--- src/rtl/uart_tx_if.sv ---
// uart_tx_if: byte handshake between a data source and the UART transmitter.
//   tx_byte  - byte to send, sampled only on a handshake
//   tx_valid - tx_byte is valid
//   tx_ready - transmitter holding register is empty
// A byte transfers in any cycle where tx_valid && tx_ready at the rising edge.
interface uart_tx_if;
  logic [7:0] tx_byte;
  logic       tx_valid;
  logic       tx_ready;

  modport master (
    output tx_byte,
    output tx_valid,
    input  tx_ready
  );

  modport slave (
    input  tx_byte,
    input  tx_valid,
    output tx_ready
  );
endinterface

--- src/rtl/uart_tx.sv ---
// uart_tx: 8N1 UART transmitter with a one-entry holding register.
// Bytes arrive over a valid/ready handshake and are serialised LSB-first on tx_o.
// A byte queued during a frame starts on the cycle after the final stop bit,
// so frames can run back-to-back with no idle gap.
//
// Ports:
//   clk    - system clock, rising edge
//   rst    - asynchronous active-high reset; aborts any frame in progress
//   bus    - slave side of the byte handshake (tx_byte, tx_valid, tx_ready)
//   tx_o   - registered serial line, idles high
//   busy_o - a frame is in progress or the holding register is full
//   done_o - one-cycle pulse aligned with the last tx_o cycle of a frame's final stop bit
module uart_tx #(
  parameter int unsigned CLK_PER_BAUD = 4,
  parameter int unsigned STOP_BITS    = 1
) (
  input  logic      clk,
  input  logic      rst,
  uart_tx_if.slave  bus,
  output logic      tx_o,
  output logic      busy_o,
  output logic      done_o
);

  localparam int unsigned CntW = (CLK_PER_BAUD > 1) ? $clog2(CLK_PER_BAUD) : 1;
  localparam logic [CntW-1:0] CntMax  = CntW'(CLK_PER_BAUD - 1);
  localparam logic [2:0]      StopMax = 3'(STOP_BITS - 1);

  typedef enum logic [1:0] {StIdle, StStart, StData, StStop} state_e;

  state_e          state_q, state_d;
  logic [CntW-1:0] cnt_q, cnt_d;
  logic [2:0]      idx_q, idx_d;     // data bit index in StData, stop bit index in StStop
  logic [7:0]      shift_q, shift_d;
  logic [7:0]      hold_q, hold_d;
  logic            hold_full_q, hold_full_d;
  logic            ready_q;
  logic            tx_q, tx_d;
  logic            done_q, done_d;
  logic            load;
  logic            wrap;
  logic            accept;

  assign wrap   = (cnt_q == CntMax);
  // ready_q is registered, so acceptance never depends combinationally on tx_valid
  assign accept = bus.tx_valid && ready_q;

  always_comb begin
    state_d     = state_q;
    cnt_d       = wrap ? '0 : cnt_q + 1'b1;
    idx_d       = idx_q;
    shift_d     = shift_q;
    hold_d      = hold_q;
    hold_full_d = hold_full_q;
    tx_d        = 1'b1;
    done_d      = 1'b0;
    load        = 1'b0;

    unique case (state_q)
      StIdle: begin
        cnt_d = '0;
        if (hold_full_q) load = 1'b1;
      end
      StStart: begin
        tx_d = 1'b0;
        if (wrap) begin
          state_d = StData;
          idx_d   = '0;
        end
      end
      StData: begin
        tx_d = shift_q[idx_q];
        if (wrap) begin
          if (idx_q == 3'd7) begin
            state_d = StStop;
            idx_d   = '0;
          end else begin
            idx_d = idx_q + 3'd1;
          end
        end
      end
      StStop: begin
        if (wrap) begin
          if (idx_q == StopMax) begin
            done_d = 1'b1;
            // A queued byte starts straight away: zero idle gap between frames
            if (hold_full_q) load = 1'b1;
            else             state_d = StIdle;
          end else begin
            idx_d = idx_q + 3'd1;
          end
        end
      end
      default: state_d = StIdle;
    endcase

    if (load) begin
      shift_d     = hold_q;
      hold_full_d = 1'b0;
      state_d     = StStart;
      cnt_d       = '0;
      idx_d       = '0;
    end

    // Never coincides with load: accept needs an empty holding register
    if (accept) begin
      hold_d      = bus.tx_byte;
      hold_full_d = 1'b1;
    end
  end

  always_ff @(posedge clk or posedge rst) begin
    if (rst) begin
      state_q     <= StIdle;
      cnt_q       <= '0;
      idx_q       <= '0;
      shift_q     <= '0;
      hold_q      <= '0;
      hold_full_q <= 1'b0;
      ready_q     <= 1'b0;
      tx_q        <= 1'b1;
      done_q      <= 1'b0;
    end else begin
      state_q     <= state_d;
      cnt_q       <= cnt_d;
      idx_q       <= idx_d;
      shift_q     <= shift_d;
      hold_q      <= hold_d;
      hold_full_q <= hold_full_d;
      ready_q     <= !hold_full_d;
      tx_q        <= tx_d;
      done_q      <= done_d;
    end
  end

  assign bus.tx_ready = ready_q;
  assign tx_o         = tx_q;
  assign done_o       = done_q;
  assign busy_o       = (state_q != StIdle) || hold_full_q;

endmodule
--- src/flat_wrapper.sv ---
// flat-port wrapper written by rule: the top's interface ports become plain ports
module uart_tx_flat 
#(
  parameter int unsigned CLK_PER_BAUD = 4,
  parameter int unsigned STOP_BITS    = 1
)
  (clk, rst, tx_o, busy_o, done_o, bus_tx_byte, bus_tx_valid, bus_tx_ready);
  uart_tx_if bus_i ();
  input  logic clk;
  input  logic rst;
  output logic tx_o;
  output logic busy_o;
  output logic done_o;
  input wire logic [$bits(bus_i.tx_byte)-1:0] bus_tx_byte;
  input wire logic [$bits(bus_i.tx_valid)-1:0] bus_tx_valid;
  output wire logic [$bits(bus_i.tx_ready)-1:0] bus_tx_ready;
  assign bus_i.tx_byte = bus_tx_byte;
  assign bus_i.tx_valid = bus_tx_valid;
  assign bus_tx_ready = bus_i.tx_ready;
  uart_tx #(.CLK_PER_BAUD(CLK_PER_BAUD), .STOP_BITS(STOP_BITS)) u_core (.clk(clk), .rst(rst), .bus(bus_i), .tx_o(tx_o), .busy_o(busy_o), .done_o(done_o));
endmodule
--- config.mk ---
export PLATFORM = sky130hd
export DESIGN_NAME = uart_tx_flat
export DESIGN_NICKNAME = d
export VERILOG_FILES = /design/src/rtl/uart_tx_if.sv /design/src/rtl/uart_tx.sv /design/src/flat_wrapper.sv
export SDC_FILE = /design/constraint.sdc
export NUM_CORES = 1
export LEC_CHECK = 0
export CAP_MARGIN = 20
export CORE_UTILIZATION = 50
export CTS_BUF_LIST = sky130_fd_sc_hd__clkbuf_4 sky130_fd_sc_hd__clkbuf_8
export CTS_CLUSTER_DIAMETER = 200
export DETAILED_ROUTE_END_ITERATION = 10
export GPL_TIMING_DRIVEN = 0
export PLACE_DENSITY = 0.81
export SYNTH_ARGS = -nofsm -noshare
export SYNTH_HDL_FRONTEND = slang
export SYNTH_SLANG_ARGS = --single-unit
--- constraint.sdc ---
create_clock -name clk -period 4 [get_ports clk]
set_input_delay 0.4 -clock clk [delete_from_list [all_inputs] [get_ports clk]]
set_output_delay 0.4 -clock clk [all_outputs]
set_load 0.05 [all_outputs]
==> results of run 1 <==
## routing by layer
| layer | global-route usage [%] | up-vias | wire length (µm) |
|---|---|---|---|
| li1 | - | 391 | - |
| met1 | 26.1 | 410 | 1010 |
| met4 | 7.89 | 0 | 32 |
| met3 | 3.48 | 5 | 55 |
| met2 | 32.9 | 16 | 1130 |
| met5 | 0 | - | 0 |
## state kept, by name, indices dropped and copies added, names as in the netlist
name,count
u_core.cnt_q,2
u_core.hold_full_q,1
u_core.state_q,2
u_core.hold_q,8
u_core.idx_q,3
u_core.bus.tx_ready,1
u_core.tx_o,1
u_core.shift_q,8
u_core.done_o,1
## where the power goes
| part | total, mW | internal (mW) | switching, mW |
|---|---|---|---|
| Combinational | 0.473 | 0.224 | 0.249 |
| Sequential | 0.469 | 0.397 | 0.0720 |
| Clock | 0.123 | 0.0458 | 0.0775 |
## critical path, delay by kind of cell, from the launching register on
kind / cells / cell delay, ns
adders and majority gates: 1 / 0.29
buffers and inverters: 2 / 0.89
DFF: 1 / 0.46
and+or+nand+nor: 1 / 0.10
## kinds of logic after synthesis
family          count (synthesis)  synth area share, %
compound gates                 12                 7.61
simple gates                   21                 8.88
mux                            21                 18.9
buf+inv                        10                 3.02
flops                          27                 52.8
fa+ha+maj                       9                 8.78
## area by class of cell
| type | count | area [µm²] |
|---|---|---|
| Fill cell | 171 | 803 |
| Timing Repair Buffer | 15 | 168 |
| Multi-Input combinational cell | 63 | 567 |
| Buffer | 2 | 8.76 |
| Inverter | 8 | 30.0 |
| Sequential cell | 27 | 677 |
| Tap cell | 28 | 35.0 |
| Clock buffer | 4 | 30.0 |
## per-stage QoR
step	hold slack (ns)	util [%]	setup slack, ns	area (µm²)	cells
finish	0.254	65.4	1.54	1520	147
global route	0.278	65.4	1.43	1520	147
CTS	0.448	64.2	1.54	1490	146
detailed placement	0.429	62.9	1.84	1460	142
global placement	0.423	62.9	1.90	1460	142
floorplan	0.408	-	2.08	1280	100
## cells in the mapped netlist, drive strengths merged
library cell,number,share of area [%]
nand2b,2,0.98
or2,1,0.49
or3,1,0.49
buf,1,0.39
o2111ai,3,2.0
ha,9,8.8
nand3b,1,0.59
mux4,1,1.8
dfrtp,26,51
dfstp,1,2.0
clkbuf,1,0.29
nand3,3,1.2
nand2,6,1.8
and4b,1,0.78
a21oi,3,1.2
mux2i,4,3.1
a311oi,1,0.68
o211ai,1,1.7
nor3,1,0.39
and2,1,0.49
o21ai,2,0.78
a21boi,1,0.59
a211o,1,0.68
nor2,2,0.59
inv,8,2.3
nor3b,2,1.2
mux2,16,14
## path summary, 6_finish.rpt
check | startpoint | to | cells after the start
max in group asynchronous | rst | u_core.tx_o | 3
hold / removal | rst | u_core.hold_q[4] | 2
setup / recovery | u_core.state_q[0] | busy_o | 4
setup reg to reg | u_core.idx_q[0] | u_core.shift_q[1] | 7
min in group clk | u_core.cnt_q[0] | u_core.cnt_q[0] | 1
hold reg to reg | u_core.cnt_q[0] | u_core.cnt_q[0] | 1
==> impl_metrics.ini, run 1 <==
[floorplan]
dieHeight_um = 52.6
coreArea_um2 = 2320
core.rowCount = 17
dieArea_um2 = 2770
io_pins = 15
start_util_pct = 55.3
fp.dieW_um = 52.6

[worst_setup_path]
cp.required_ns = 3.60
endpoint_kind = output port
worst-path-max-fanout = 5
cp.arrival_ns = 2.06
slowest_stage = clkdlybuf4s50_1
worst_path_largest_cell_delay_ns = 0.80
crit_path_cell_trace = inv_1 > ha_1 > nand2b_1 > clkdlybuf4s50_1
cp-start-kind = flop
crit_type = flop to output port
reg2reg_slack_ns = 1.84

[layout]
final_common_cell = dfrtp_1
antenna_cells = 0
layout_common_cells = dfrtp_1, mux2_2, clkdlybuf4s50_1
drive_above_1_share_pct = 21.8
nets = 140
area_delta_synth_final_pct = 18.1

[flow_run]
cap_violations = 0

[yosys]
ys_types = 27
netlist_area_um2 = 1280
yosysSeqAreaShare_pct = 52.8
syn_area_per_cell_um2 = 12.8
netlist_instances = 100
postSynthNetCount = 120
synth_warnings = 0
synth-seq-cells = 27

[clock_tree]
ctsHtreeMaxLevel = 1
post_cts_buffers = 0
tritoncts = done
numCtsBuffers = 3
cts-root-buf = clkbuf_4
hold_buffers = 0
clock_sinks = 27
path_clk_slew_ns = 0.13
clkLatencyLatePin_ns = 0.32
ctsResizeCount = 0
cts_max_path_buffers = 2

[power_and_ir_drop]
vdd_drop_max_mv = 0.442
power.density_nw_per_um2 = 703
p_leak_nw = 0.680
fin_total_pwr_mw = 1.06

[timing]
setup-tns-final_ns = 0
min_period_ns = 2.46
tightest_slew_ns = 0.609
skew_ns = 0.00591
fmax_ghz = 0.407
finalMaxSlewViolations = 0
finalHoldViolCount = 0
setup_viol = 0
period_share_pct = 61.4
rsz0062_at_grt = false
slew-limit-headroom_pct = 59.3

[detailed_routing]
drt-initial-drc-count = 17
detail_route.vias_per_cell = 5.59
drc = 0
antenna_left = 0
routed_wl_mm = 2.23
avgRoutedWirePerCell_um = 15.1
vias = 822
firstDrtPassIters = 4

[grt]
grt_pass1_wl_mm = 3.86
gr-usage-all-layers_pct = 20.0
antenna_found_initial = 0
grt_max_degree = 28
grt_pass1_vias = 808
grt-ovfl-total = 0

[outcome]
status = finished, final reports clean

[placement]
gp_congestion = 0.887
dp_hpwl_mm = 1.61
portBuffers = 14

[hold_path]
min_path_type = primary input to asynchronous set/reset pin
No activity file was read; power rests on OpenSTA's default activity.
==> run 2: changes to the inputs <==
PLACE_DENSITY = 0.83   (was 0.81)
clock period = 2.25 ns   (was 4 ns; I/O delays follow)
==> run 2 against run 1 <==
Net effect:
- combinational power grew 74%
- worst hold slack lost 0.18 ns
- setup slack lost 1.3 ns
- largest power group is now registers
- critical path type is now flop to flop
==> impl_metrics.ini, run 2 (synthesized netlist as in run 1, its figures left out) <==
[grt]
grt_pass1_vias = 876
antenna_found_initial = 0
grt_max_degree = 28
gr-usage-all-layers_pct = 19.7
grt-ovfl-total = 0
grt_pass1_wl_mm = 3.88

[timing]
slew-limit-headroom_pct = 63.5
whs_ns = 0.0743
period_share_pct = 91.0
tightest_slew_ns = 0.547
finalMaxSlewViolations = 0
rsz0062_at_grt = false
finalHoldViolCount = 0
setup-tns-final_ns = 0
skew_ns = 0.00785
fmax_ghz = 0.488
min_period_ns = 2.05
setup_viol = 0
worst_slack_ns = 0.202

[clock_tree]
hold_buffers = 0
clock_sinks = 27
path_clk_slew_ns = 0.13
ctsHtreeMaxLevel = 1
tritoncts = done
post_cts_buffers = 0
cts_max_path_buffers = 2
numCtsBuffers = 3
cts-root-buf = clkbuf_4
clkLatencyLatePin_ns = 0.33

[floorplan]
dieArea_um2 = 2770
fp.dieW_um = 52.6
coreArea_um2 = 2320
io_pins = 15
start_util_pct = 55.3
dieHeight_um = 52.6
core.rowCount = 17

[layout]
area_delta_synth_final_pct = 17.6
reg.largest.list = u_core.hold_q: 8 flops, u_core.shift_q: 8 flops, u_core.idx_q: 3 flops
multiInputGateArea_um2 = 567
antenna_cells = 0
final_cell_count_no_fill = 146
final_common_cell = dfrtp_1
nets = 139
fin_area_um2 = 1510
ff_latch_area_um2 = 677
layout_common_cells = dfrtp_1, mux2_2, clkdlybuf4s50_1
drive_above_1_share_pct = 22.0
fill_cells = 189

[placement]
dp_hpwl_mm = 1.60
placed_area_um2 = 1460
portBuffers = 14
dp.cells = 142
gp_congestion = 0.958
place_ws_ns = 0.0667

[worst_setup_path]
r2r-start = u_core.idx_q[0]
reg2reg_slack_ns = 0.20
cp.required_ns = 2.47
reg2reg_to = u_core.shift_q[7]
cp-start-kind = flop
cp.arrival_ns = 2.27
endpoint_kind = flop
worst-path-max-fanout = 9
reg2reg_depth = 6
crit_type = flop to flop

[detailed_routing]
antenna_left = 0
vias = 825
firstDrtPassIters = 4
drt-initial-drc-count = 10
routed_wl_mm = 2.13
detail_route.vias_per_cell = 5.65
drc = 0
avgRoutedWirePerCell_um = 14.6

[power_and_ir_drop]
vdd_drop_max_mv = 0.982
power.density_nw_per_um2 = 1240
p_leak_nw = 0.677

[hold_path]
min_path_type = primary input to asynchronous set/reset pin

[outcome]
status = finished, final reports clean

[flow_run]
cap_violations = 0
run 2: changes by cell type in the layout (fill, tap and decap cells not counted):
cell,before,now
clkbuf_4,4,3
clkdlybuf4s50_1,14,13
dlygate4sd2_1,0,1
clkbuf_1,1,0
clkinv_2,0,1
run 2: per-layer routing:
layer	global-route usage [%]	vias to the layer above	part of all wire, %
li1	-	389	-
met1	23.7	412	42
met2	34.4	19	53
met3	3.48	5	3.1
met4	7.89	0	1.5
met5	0	-	0
run 2: worst max-delay path, stage by stage, from the launching register on:
cell	delay [ns]
dfrtp_1	0.54
inv_1	0.08
ha_1	0.23
and4b_1	0.22
buf_2	0.16
o211ai_4	0.34
mux2_2	0.38
run 2: what timing repair did:
item,CTS,global route
resized for setup,1,0
setup endpoints to repair,1,8
hold endpoints to repair,0,0
run 2: area by class of cell:
cell class	count	share of cell area (%)
Tap cell	28	2.32
Timing Repair Buffer	15	11.0
Clock buffer	3	1.49
Sequential cell	27	44.9
Multi-Input combinational cell	63	37.6
Clock inverter	1	0.332
Inverter	8	1.99
Buffer	1	0.332
run 2: how the worst max path moves through the flow:
stage | startpoint | end | slack [ns] | cells after the start
floorplan | u_core.idx_q[0] | u_core.shift_q[0] | 0.33 | 7
global placement | u_core.idx_q[0] | u_core.shift_q[4] | 0.13 | 7
detailed placement | u_core.idx_q[0] | u_core.shift_q[7] | 0.07 | 7
CTS | u_core.idx_q[0] | u_core.shift_q[7] | 0.04 | 7
global route | u_core.idx_q[0] | u_core.shift_q[5] | 0.08 | 6
finish | u_core.idx_q[0] | u_core.shift_q[7] | 0.20 | 6
run 2: through the flow:
step,utilization [%],total power [mW]
finish,65.0,1.87
global route,65.0,2.00
CTS,64.0,1.88
detailed placement,62.9,1.68
global placement,62.9,1.62
floorplan,-,1.46
run 2: report_power, final:
part / switching [mW] / internal, mW
clock: 0.140 / 0.0667
combinational: 0.429 / 0.393
sequential: 0.135 / 0.705
